`src/rtl/write_data_if.sv`:
```
// Pixel-pair stream in, frame-buffer write port and status out.
// master drives the stream; slave is the write_data sink.
interface write_data_if #(
  parameter int ADDR_WIDTH = 18
);
  logic                  vertical_Pulse;
  logic                  horizontal_Pulse;
  logic [7:0]            data_R_Even;
  logic [7:0]            data_G_Even;
  logic [7:0]            data_B_Even;
  logic [7:0]            data_R_Odd;
  logic [7:0]            data_G_Odd;
  logic [7:0]            data_B_Odd;
  logic                  mem_Write_Enable;
  logic [ADDR_WIDTH-1:0] mem_Address;
  logic [47:0]           mem_Data;
  logic [ADDR_WIDTH-1:0] pair_Count;
  logic                  done_Flag;
  logic                  overrun_Flag;

  modport master (
    output vertical_Pulse,
    output horizontal_Pulse,
    output data_R_Even,
    output data_G_Even,
    output data_B_Even,
    output data_R_Odd,
    output data_G_Odd,
    output data_B_Odd,
    input  mem_Write_Enable,
    input  mem_Address,
    input  mem_Data,
    input  pair_Count,
    input  done_Flag,
    input  overrun_Flag
  );

  modport slave (
    input  vertical_Pulse,
    input  horizontal_Pulse,
    input  data_R_Even,
    input  data_G_Even,
    input  data_B_Even,
    input  data_R_Odd,
    input  data_G_Odd,
    input  data_B_Odd,
    output mem_Write_Enable,
    output mem_Address,
    output mem_Data,
    output pair_Count,
    output done_Flag,
    output overrun_Flag
  );
endinterface

```
`src/rtl/write_data.sv`:
```
// Pixel-pair sink: bottom-up frame-buffer addressing,
// one 48-bit BGR pair write per accepted pair.
module write_data #(
  parameter int IMAGE_WIDTH  = 768,
  parameter int IMAGE_HEIGHT = 512,
  parameter int ADDR_WIDTH   = 18
) (
  input logic         clk,
  input logic         reset,
  write_data_if.slave bus
);

  localparam logic [ADDR_WIDTH-1:0] HALF =
    ADDR_WIDTH'(IMAGE_WIDTH / 2);
  localparam logic [ADDR_WIDTH-1:0] LAST_COL =
    ADDR_WIDTH'(IMAGE_WIDTH / 2 - 1);
  localparam logic [ADDR_WIDTH-1:0] LAST_ROW =
    ADDR_WIDTH'(IMAGE_HEIGHT - 1);
  localparam logic [ADDR_WIDTH-1:0] TOP_BASE =
    ADDR_WIDTH'((IMAGE_HEIGHT - 1) * (IMAGE_WIDTH / 2));

  typedef enum logic [1:0] {
    IDLE,
    CAPTURE,
    DONE
  } state_t;

  state_t state;
  state_t state_next;

  logic                  vp_q;
  logic                  vp_rise;
  logic                  accept;
  logic                  last_col;
  logic                  last_pair;
  logic [ADDR_WIDTH-1:0] col;
  logic [ADDR_WIDTH-1:0] row;
  logic [ADDR_WIDTH-1:0] row_base;
  logic [ADDR_WIDTH-1:0] pair_count;
  logic                  we;
  logic [ADDR_WIDTH-1:0] addr;
  logic [47:0]           data;
  logic                  done;
  logic                  overrun;

  assign vp_rise   = bus.vertical_Pulse & ~vp_q;
  assign accept    = (state == CAPTURE)
                   & bus.horizontal_Pulse
                   & ~vp_rise;
  assign last_col  = (col == LAST_COL);
  assign last_pair = last_col & (row == LAST_ROW);

  always_ff @(posedge clk or posedge reset) begin
    if (reset) begin
      state <= IDLE;
    end else begin
      state <= state_next;
    end
  end

  // Frame sync always wins, including a restart mid-frame.
  always_comb begin
    state_next = state;
    unique case (state)
      IDLE: begin
        if (vp_rise) state_next = CAPTURE;
      end
      CAPTURE: begin
        if (vp_rise)
          state_next = CAPTURE;
        else if (accept && last_pair)
          state_next = DONE;
      end
      DONE: begin
        if (vp_rise) state_next = CAPTURE;
      end
      default: state_next = IDLE;
    endcase
  end

  always_ff @(posedge clk or posedge reset) begin
    if (reset) begin
      vp_q       <= 1'b0;
      col        <= '0;
      row        <= '0;
      row_base   <= '0;
      pair_count <= '0;
      we         <= 1'b0;
      addr       <= '0;
      data       <= '0;
      done       <= 1'b0;
      overrun    <= 1'b0;
    end else begin
      vp_q <= bus.vertical_Pulse;
      we   <= accept;
      if (bus.horizontal_Pulse && state != CAPTURE)
        overrun <= 1'b1;
      if (vp_rise) begin
        col        <= '0;
        row        <= '0;
        row_base   <= TOP_BASE;
        pair_count <= '0;
        done       <= 1'b0;
        if (state == CAPTURE) overrun <= 1'b1;
      end else if (accept) begin
        addr <= row_base + col;
        data <= {bus.data_B_Odd,
                 bus.data_G_Odd,
                 bus.data_R_Odd,
                 bus.data_B_Even,
                 bus.data_G_Even,
                 bus.data_R_Even};
        pair_count <= pair_count + 1'b1;
        // Row base walks down one buffer row per stream row.
        if (last_col) begin
          col      <= '0;
          row      <= row + 1'b1;
          row_base <= row_base - HALF;
        end else begin
          col <= col + 1'b1;
        end
        if (last_pair) done <= 1'b1;
      end
    end
  end

  assign bus.mem_Write_Enable = we;
  assign bus.mem_Address      = addr;
  assign bus.mem_Data         = data;
  assign bus.pair_Count       = pair_count;
  assign bus.done_Flag        = done;
  assign bus.overrun_Flag     = overrun;

endmodule

```
`src/flat_wrapper.sv`:
```
// flat-port wrapper written by rule: the top's interface ports become plain ports
module write_data_flat 
#(
  parameter int IMAGE_WIDTH  = 768,
  parameter int IMAGE_HEIGHT = 512,
  parameter int ADDR_WIDTH   = 18
)
  (clk, reset, bus_vertical_Pulse, bus_horizontal_Pulse, bus_data_R_Even, bus_data_G_Even, bus_data_B_Even, bus_data_R_Odd, bus_data_G_Odd, bus_data_B_Odd, bus_mem_Write_Enable, bus_mem_Address, bus_mem_Data, bus_pair_Count, bus_done_Flag, bus_overrun_Flag);
  write_data_if #(.ADDR_WIDTH(ADDR_WIDTH)) bus_i ();
  input logic clk;
  input logic reset;
  input wire logic [$bits(bus_i.vertical_Pulse)-1:0] bus_vertical_Pulse;
  input wire logic [$bits(bus_i.horizontal_Pulse)-1:0] bus_horizontal_Pulse;
  input wire logic [$bits(bus_i.data_R_Even)-1:0] bus_data_R_Even;
  input wire logic [$bits(bus_i.data_G_Even)-1:0] bus_data_G_Even;
  input wire logic [$bits(bus_i.data_B_Even)-1:0] bus_data_B_Even;
  input wire logic [$bits(bus_i.data_R_Odd)-1:0] bus_data_R_Odd;
  input wire logic [$bits(bus_i.data_G_Odd)-1:0] bus_data_G_Odd;
  input wire logic [$bits(bus_i.data_B_Odd)-1:0] bus_data_B_Odd;
  output wire logic [$bits(bus_i.mem_Write_Enable)-1:0] bus_mem_Write_Enable;
  output wire logic [$bits(bus_i.mem_Address)-1:0] bus_mem_Address;
  output wire logic [$bits(bus_i.mem_Data)-1:0] bus_mem_Data;
  output wire logic [$bits(bus_i.pair_Count)-1:0] bus_pair_Count;
  output wire logic [$bits(bus_i.done_Flag)-1:0] bus_done_Flag;
  output wire logic [$bits(bus_i.overrun_Flag)-1:0] bus_overrun_Flag;
  assign bus_i.vertical_Pulse = bus_vertical_Pulse;
  assign bus_i.horizontal_Pulse = bus_horizontal_Pulse;
  assign bus_i.data_R_Even = bus_data_R_Even;
  assign bus_i.data_G_Even = bus_data_G_Even;
  assign bus_i.data_B_Even = bus_data_B_Even;
  assign bus_i.data_R_Odd = bus_data_R_Odd;
  assign bus_i.data_G_Odd = bus_data_G_Odd;
  assign bus_i.data_B_Odd = bus_data_B_Odd;
  assign bus_mem_Write_Enable = bus_i.mem_Write_Enable;
  assign bus_mem_Address = bus_i.mem_Address;
  assign bus_mem_Data = bus_i.mem_Data;
  assign bus_pair_Count = bus_i.pair_Count;
  assign bus_done_Flag = bus_i.done_Flag;
  assign bus_overrun_Flag = bus_i.overrun_Flag;
  write_data #(.IMAGE_WIDTH(IMAGE_WIDTH), .IMAGE_HEIGHT(IMAGE_HEIGHT), .ADDR_WIDTH(ADDR_WIDTH)) u_core (.clk(clk), .reset(reset), .bus(bus_i));
endmodule
```
`config.mk`:
```
export PLATFORM = sky130hd
export DESIGN_NAME = write_data_flat
export DESIGN_NICKNAME = d
export VERILOG_FILES = /design/src/rtl/write_data_if.sv /design/src/rtl/write_data.sv /design/src/flat_wrapper.sv
export SDC_FILE = /design/constraint.sdc
export NUM_CORES = 1
export LEC_CHECK = 0
export ABC_AREA = 1
export CAP_MARGIN = 20
export CORE_MARGIN = 2
export CORE_UTILIZATION = 40
export CTS_CLUSTER_SIZE = 40
export DETAILED_ROUTE_END_ITERATION = 8
export PLACE_DENSITY_LB_ADDON = 0.05
export RECOVER_POWER = 50
export SLEW_MARGIN = 20
export SYNTH_ARGS = -nofsm -noshare
export SYNTH_HDL_FRONTEND = slang
export SYNTH_SLANG_ARGS = --single-unit
```
`constraint.sdc`:
```
create_clock -name clk -period 5.02 [get_ports clk]
set_input_delay 1.004 -clock clk [delete_from_list [all_inputs] [get_ports clk]]
set_output_delay 1.004 -clock clk [all_outputs]
set_load 0.005 [all_outputs]
```
Word-level counts from Yosys, hierarchy flattened:

Index checks and enable logic that the tools add are counted.

* logic and storage cells: 61
* register bits: 144
* bits in read-only memories: 0
* input port bits: 52
* bits in latches: 0
* output and inout port bits: 87
* memories kept: 0
* bits in writable memories: 0

* reductions and logical operators: 11
* equal/unequal tests: 7
* shift-type cells: 0
* muxes and demuxes: 21
* divide/modulo/power cells: 0
* bitwise gates (word level): 6
* magnitude comparators: 0
* add/sub/neg operators: 5
* multipliers: 0

Operators with widths (count)
* 18-bit two-way mux: 11
* 18-bit by 1-bit adder with 18-bit output (second input constant): 3
* 18-bit by 9-bit equality test with 1-bit output (second input constant): 2
* 18-bit adder: 1
* 18-bit by 9-bit subtractor with 18-bit output (second input constant): 1
* 2-bit AND reduction: 4
* 1-bit two-way mux: 6
* 2-bit two-way mux: 3
* 2-bit nonzero test: 3
* 1-bit AND: 4
* 2-bit by 1-bit inequality test with 1-bit output (second input constant): 2
* 2-bit case mux with 2 select lines: 1
* 3-bit by 1-bit inequality test with 1-bit output (second input constant): 1
* 2-bit by 1-bit equality test with 1-bit output (second input constant): 1
* 2-bit equality test (second input constant): 1
* 1-bit logical AND: 2
* 2-bit logical NOT: 1
* 1-bit NOT: 2
* 2-bit OR reduction: 1

Depth between registers and ports, before layout:

* depth after elaboration: 8
* mapped depth: 11
* gate-level depth less buffers: 10

Worst setup path after synthesis:

No wires, ideal clock.

* path type: input to register
* from: input port bus_vertical_Pulse
* to: register u_core.addr[0], in the netlist u_core.bus.mem_Address[0]
* slack: 3062 ps
* data required time: 4955 ps
* cell stages on the path: 9
* arrival: 1893 ps
* path through: inv_1 > nor2_2 > inv_2 > buf_4 > nand2_1 > buf_4 > buf_2 > nand2_1 > nand2_1

* word-level cells in the longest chain between the ends: 4

Ends and longest elaborated chain
* start: declaration: RTL line flat_wrapper.sv:12 `input wire logic [$bits(bus_i.vertical_Pulse)-1:0] bus_vertical_Pulse;`
* 1-bit AND (*): RTL line write_data.sv:46 `assign vp_rise = bus.vertical_Pulse & ~vp_q;`
* 1-bit NOT (no source line) (*)
* 1-bit AND: RTL line write_data.sv:49 `& ~vp_rise;`
* 2-bit AND reduction (no source line) (*)
* end signal: assignment: RTL line write_data.sv:106 `addr <= row_base + col;`
* end: declaration: RTL line write_data.sv:41 `logic [ADDR_WIDTH-1:0] addr;`

Every way passes the cells marked *; elsewhere a longest branch is shown, timed or not.
A chain may end at the register's enable or synchronous reset.

Worst setup path in the final report:

* from: input port bus_vertical_Pulse
* to: register u_core.col[11]

* word-level cells in the longest chain between the ends: 4

Ends and longest elaborated chain
* 1-bit AND (*): RTL line write_data.sv:46
* 1-bit NOT (no source line)
* 1-bit AND: RTL line write_data.sv:49
* 2-bit nonzero test (no source line)
* end signal: assignment: RTL line write_data.sv:120 `col <= col + 1'b1;`
* end: declaration: RTL line write_data.sv:36 `logic [ADDR_WIDTH-1:0] col;`

Marks and branches as above.

==> out/qor.txt <==
run status = finished, violations left
violated checks = capacitance limit, slew limit
largest cells by area after synthesis = dfrtp_1, nand2_1, nand3_1, nor2_1, inv_1
worst setup path class = input port to flip-flop
buffer cell driving the clock tree root = clkbuf_16
leading post-synthesis cells by instance count = nand2_1, dfrtp_1, nor2_1, inv_1, nand3_1
buffer depth of the longest clock path = 2
setup total negative slack = 0 ps
Post-DRT Antenna Nets = 0
count of filler cells inserted in the layout = 1,794
final-report max-slew violation count = 92
post-synthesis average cell area = 7.40 um^2
crit path from = bus_vertical_Pulse
die width = 142 um
clock period minus worst slack = 3760 ps
pin count of the biggest net entering global routing = 92
cell internal power dissipation = 2.49 mW
# rows = 50
delay of the slowest critical-path stage = 570 ps
via total after detailed routing = 6,820
category of cells accounting for the largest share of critical-path delay = buffers and inverters
cell with the biggest individual delay on the critical path = nor2_1
Clock H-tree levels = 4
hold-fix buffers at CTS = 0
IR Drop Worst-Case VDD = 0.000236 V
Syn Inst Count = 1,023
share of power burned in registers = 0.403
vias in the first global route = 6,616
Placer Congestion = 0.861
count leader, synth = nand2_1
portion of total power attributed to the clock network = 0.394
nets = 1,221
switching component of the power = 0.994 mW
predominant post-synthesis flop cell = dfrtp_1
Static Leak = 4.79 nW
maximum fanout along the worst path = 38
P per Cell Area = 359 nW/um^2
Hold Violations, Final = 0
Worst EP required = 5300 ps
worst slew margin relative to its limit = -0.307
Post-synth EDFFs = 0
later-pin clock latency in the skew report = 420 ps
synthesized flop and latch total = 137
Switching Fraction = 0.285
part of the total power dissipated in combinational logic = 0.203
full die area = 20,000 um^2
aggregate global-route resource usage = 0.209
peak clock frequency supported by timing = 266 MHz
final WL = 19,600 um
critical path startpoint category = input port
endpoint type of the worst setup path = flip-flop
effective utilization at floorplan = 0.406
routed length per instance = 14.0 um
ratio of cells with drive above 1 in the final layout = 0.0634
Boundary Pins = 139
Post-Syn Area = 7570 um^2
CTS Buf Count = 17
setup skew after layout = 14.8 ps
detailed-routing iteration count for the pre-antenna-repair pass = 5
Tcrit/Tclk final = 0.749
count of buffering cells on the critical path with inverters included = 4
Yosys warnings = 0
vertical extent of the die = 142 um
detail-routed via count per cell = 4.87
library cell with the largest summed area after synthesis = dfrtp_1
Max Cap Viol = 1
Async SR Flop Fraction = 1.00
Resized cells post-CTS = 0
startpoint of the worst hold path = u_core.bus.mem_Address[15]$_DFFE_PP0P_
Slew @ Worst Pin = 1960 ps
overall power after layout = 3.49 mW
post-synth net total = 1,090
number of cells in the design after placement = 1,369
HPWL after DPL = 13,600 um
distinct cell type count after synthesis = 42
Top cell by count, worst path = nor2_1
Reg2Reg Setup Slack = 2050 ps
sink count of the clock tree = 137
proportion of synthesized chip area in sequential cells = 0.453
non-filler cells in the finished layout = 1,401
1st-iter DRT viols = 353
Critical Path, Cell by Cell = dlygate4sd3_1 > inv_1 > nor2_1 > inv_2 > nand2_2 > inv_1 > nor2_1 > xor2_1 > nor2_1
Reg clk slew, reported paths = 60 ps
total inserted antenna cells = 0
signed area change from the synthesized netlist to the final layout = 28.3%
Std-Cell Core Area = 18,600 um^2
reg-to-reg critical path startpoint = u_core.vp_q$_DFF_PP0_
number of failing setup endpoints in the final timing report = 0
# port buffers = 138
RSZ-0062 raised after global routing = no
type of the tightest min-delay check = flip-flop to flip-flop
wire length of the first global-routing pass = 33,400 um
clock tree from TritonCTS = built
Congestion Overflow GR = 0
Post-route DRC = 0
setup repair bufs after CTS = 0
top cell type's share of synthesized area = 0.453
data arrival time of the worst path = 4040 ps
antenna violations before repair = 0
## state kept, by name, indices dropped and copies added (netlist names)
register	count
u_core.bus.mem_Data	48
u_core.bus.mem_Address	18
u_core.bus.pair_Count	18
u_core.col	18
u_core.row	18
u_core.row_base	11
u_core.state	2
u_core.bus.done_Flag	1
u_core.bus.mem_Write_Enable	1
u_core.bus.overrun_Flag	1
u_core.vp_q	1
## routing by layer
layer	up-vias	track usage	part of all wire
met5	-	0	0
met4	0	0.0568	0.011
met3	15	0.0543	0.053
met2	153	0.332	0.46
met1	3159	0.284	0.47
li1	3493	-	-
## power by group through the flow
stage	Clock [mW]	Combinational, mW	Sequential, mW
final	1.37	0.708	1.40
after global routing	1.45	0.804	1.43
after CTS	1.41	0.746	1.41
after detailed placement	0	0.744	1.42
after global placement	0	0.738	1.42
after floorplan	0	0.363	1.40
## through the flow
step | utilization | hold WS [ps] | cell area [um^2] | setup slack (ps)
after floorplan | - | 434 | 7570 | 348
after global placement | 0.486 | 463 | 9070 | 1280
after detailed placement | 0.486 | 463 | 9070 | 1190
after CTS | 0.521 | 481 | 9710 | 1630
after global routing | 0.521 | 485 | 9700 | 881
final | 0.521 | 472 | 9700 | 1260
## worst reg2reg max path: stages, from the launching register on
cell and delay, ps:
dfrtp_1 360, nor2_1 590, inv_2 540, nand2_2 540, inv_1 360, nor2_1 220
xor2_1 160, nor2_1 50
## kinds of logic after synthesis
group,Yosys count,share of synthesized area
DFF,137,0.453
and+or+nand+nor,653,0.364
buffers and inverters,126,0.0761
xor gates and xnor gates,20,0.0232
adders and majority gates,15,0.0248
other,1,0.000496
AOI/OAI and AO/OA,71,0.0580
## worst paths after layout
| kind | to | cells after the start |
|---|---|---|
| min | u_core.bus.mem_Address[15]$_DFFE_PP0P_ | 2 |
| max in group asynchronous | u_core.col[8]$_DFFE_PP0P_ | 3 |
| max | u_core.col[11]$_DFFE_PP0P_ | 9 |
| min reg2reg | u_core.bus.mem_Address[15]$_DFFE_PP0P_ | 2 |
| max reg2reg | u_core.col[11]$_DFFE_PP0P_ | 7 |
| min in group asynchronous | u_core.bus.mem_Data[26]$_DFFE_PP0P_ | 2 |
## cell type report
class | count | area, um^2 | area share
Inverter | 95 | 363 | 0.0374
Clock buffer | 19 | 453 | 0.0467
Sequential cell | 137 | 3430 | 0.353
Clock inverter | 13 | 190 | 0.0196
Tap cell | 234 | 293 | 0.0302
Multi-Input combinational cell | 760 | 3560 | 0.367
Timing Repair Buffer | 143 | 1420 | 0.146
## cell usage in the layout (no fill, tap or decap), drive strengths merged, types with 2 or more instances in the layout
cell,synthesis,final
a21o,2,2
a21oi,12,12
a31oi,3,3
and2,3,3
buf,29,4
bufinv,0,4
clkbuf,2,20
clkdlybuf4s50,0,97
clkinv,2,7
clkinvlp,0,2
dfrtp,137,137
dlygate4sd3,0,41
ha,15,15
inv,93,95
nand2,423,423
nand3,80,80
nand3b,4,4
nand4,21,21
nor2,101,101
nor3,17,17
o211ai,2,2
o21ai,44,44
o21bai,4,4
or2,2,2
xnor2,6,6
xor2,14,14
(Power assumes the default switching activity.)
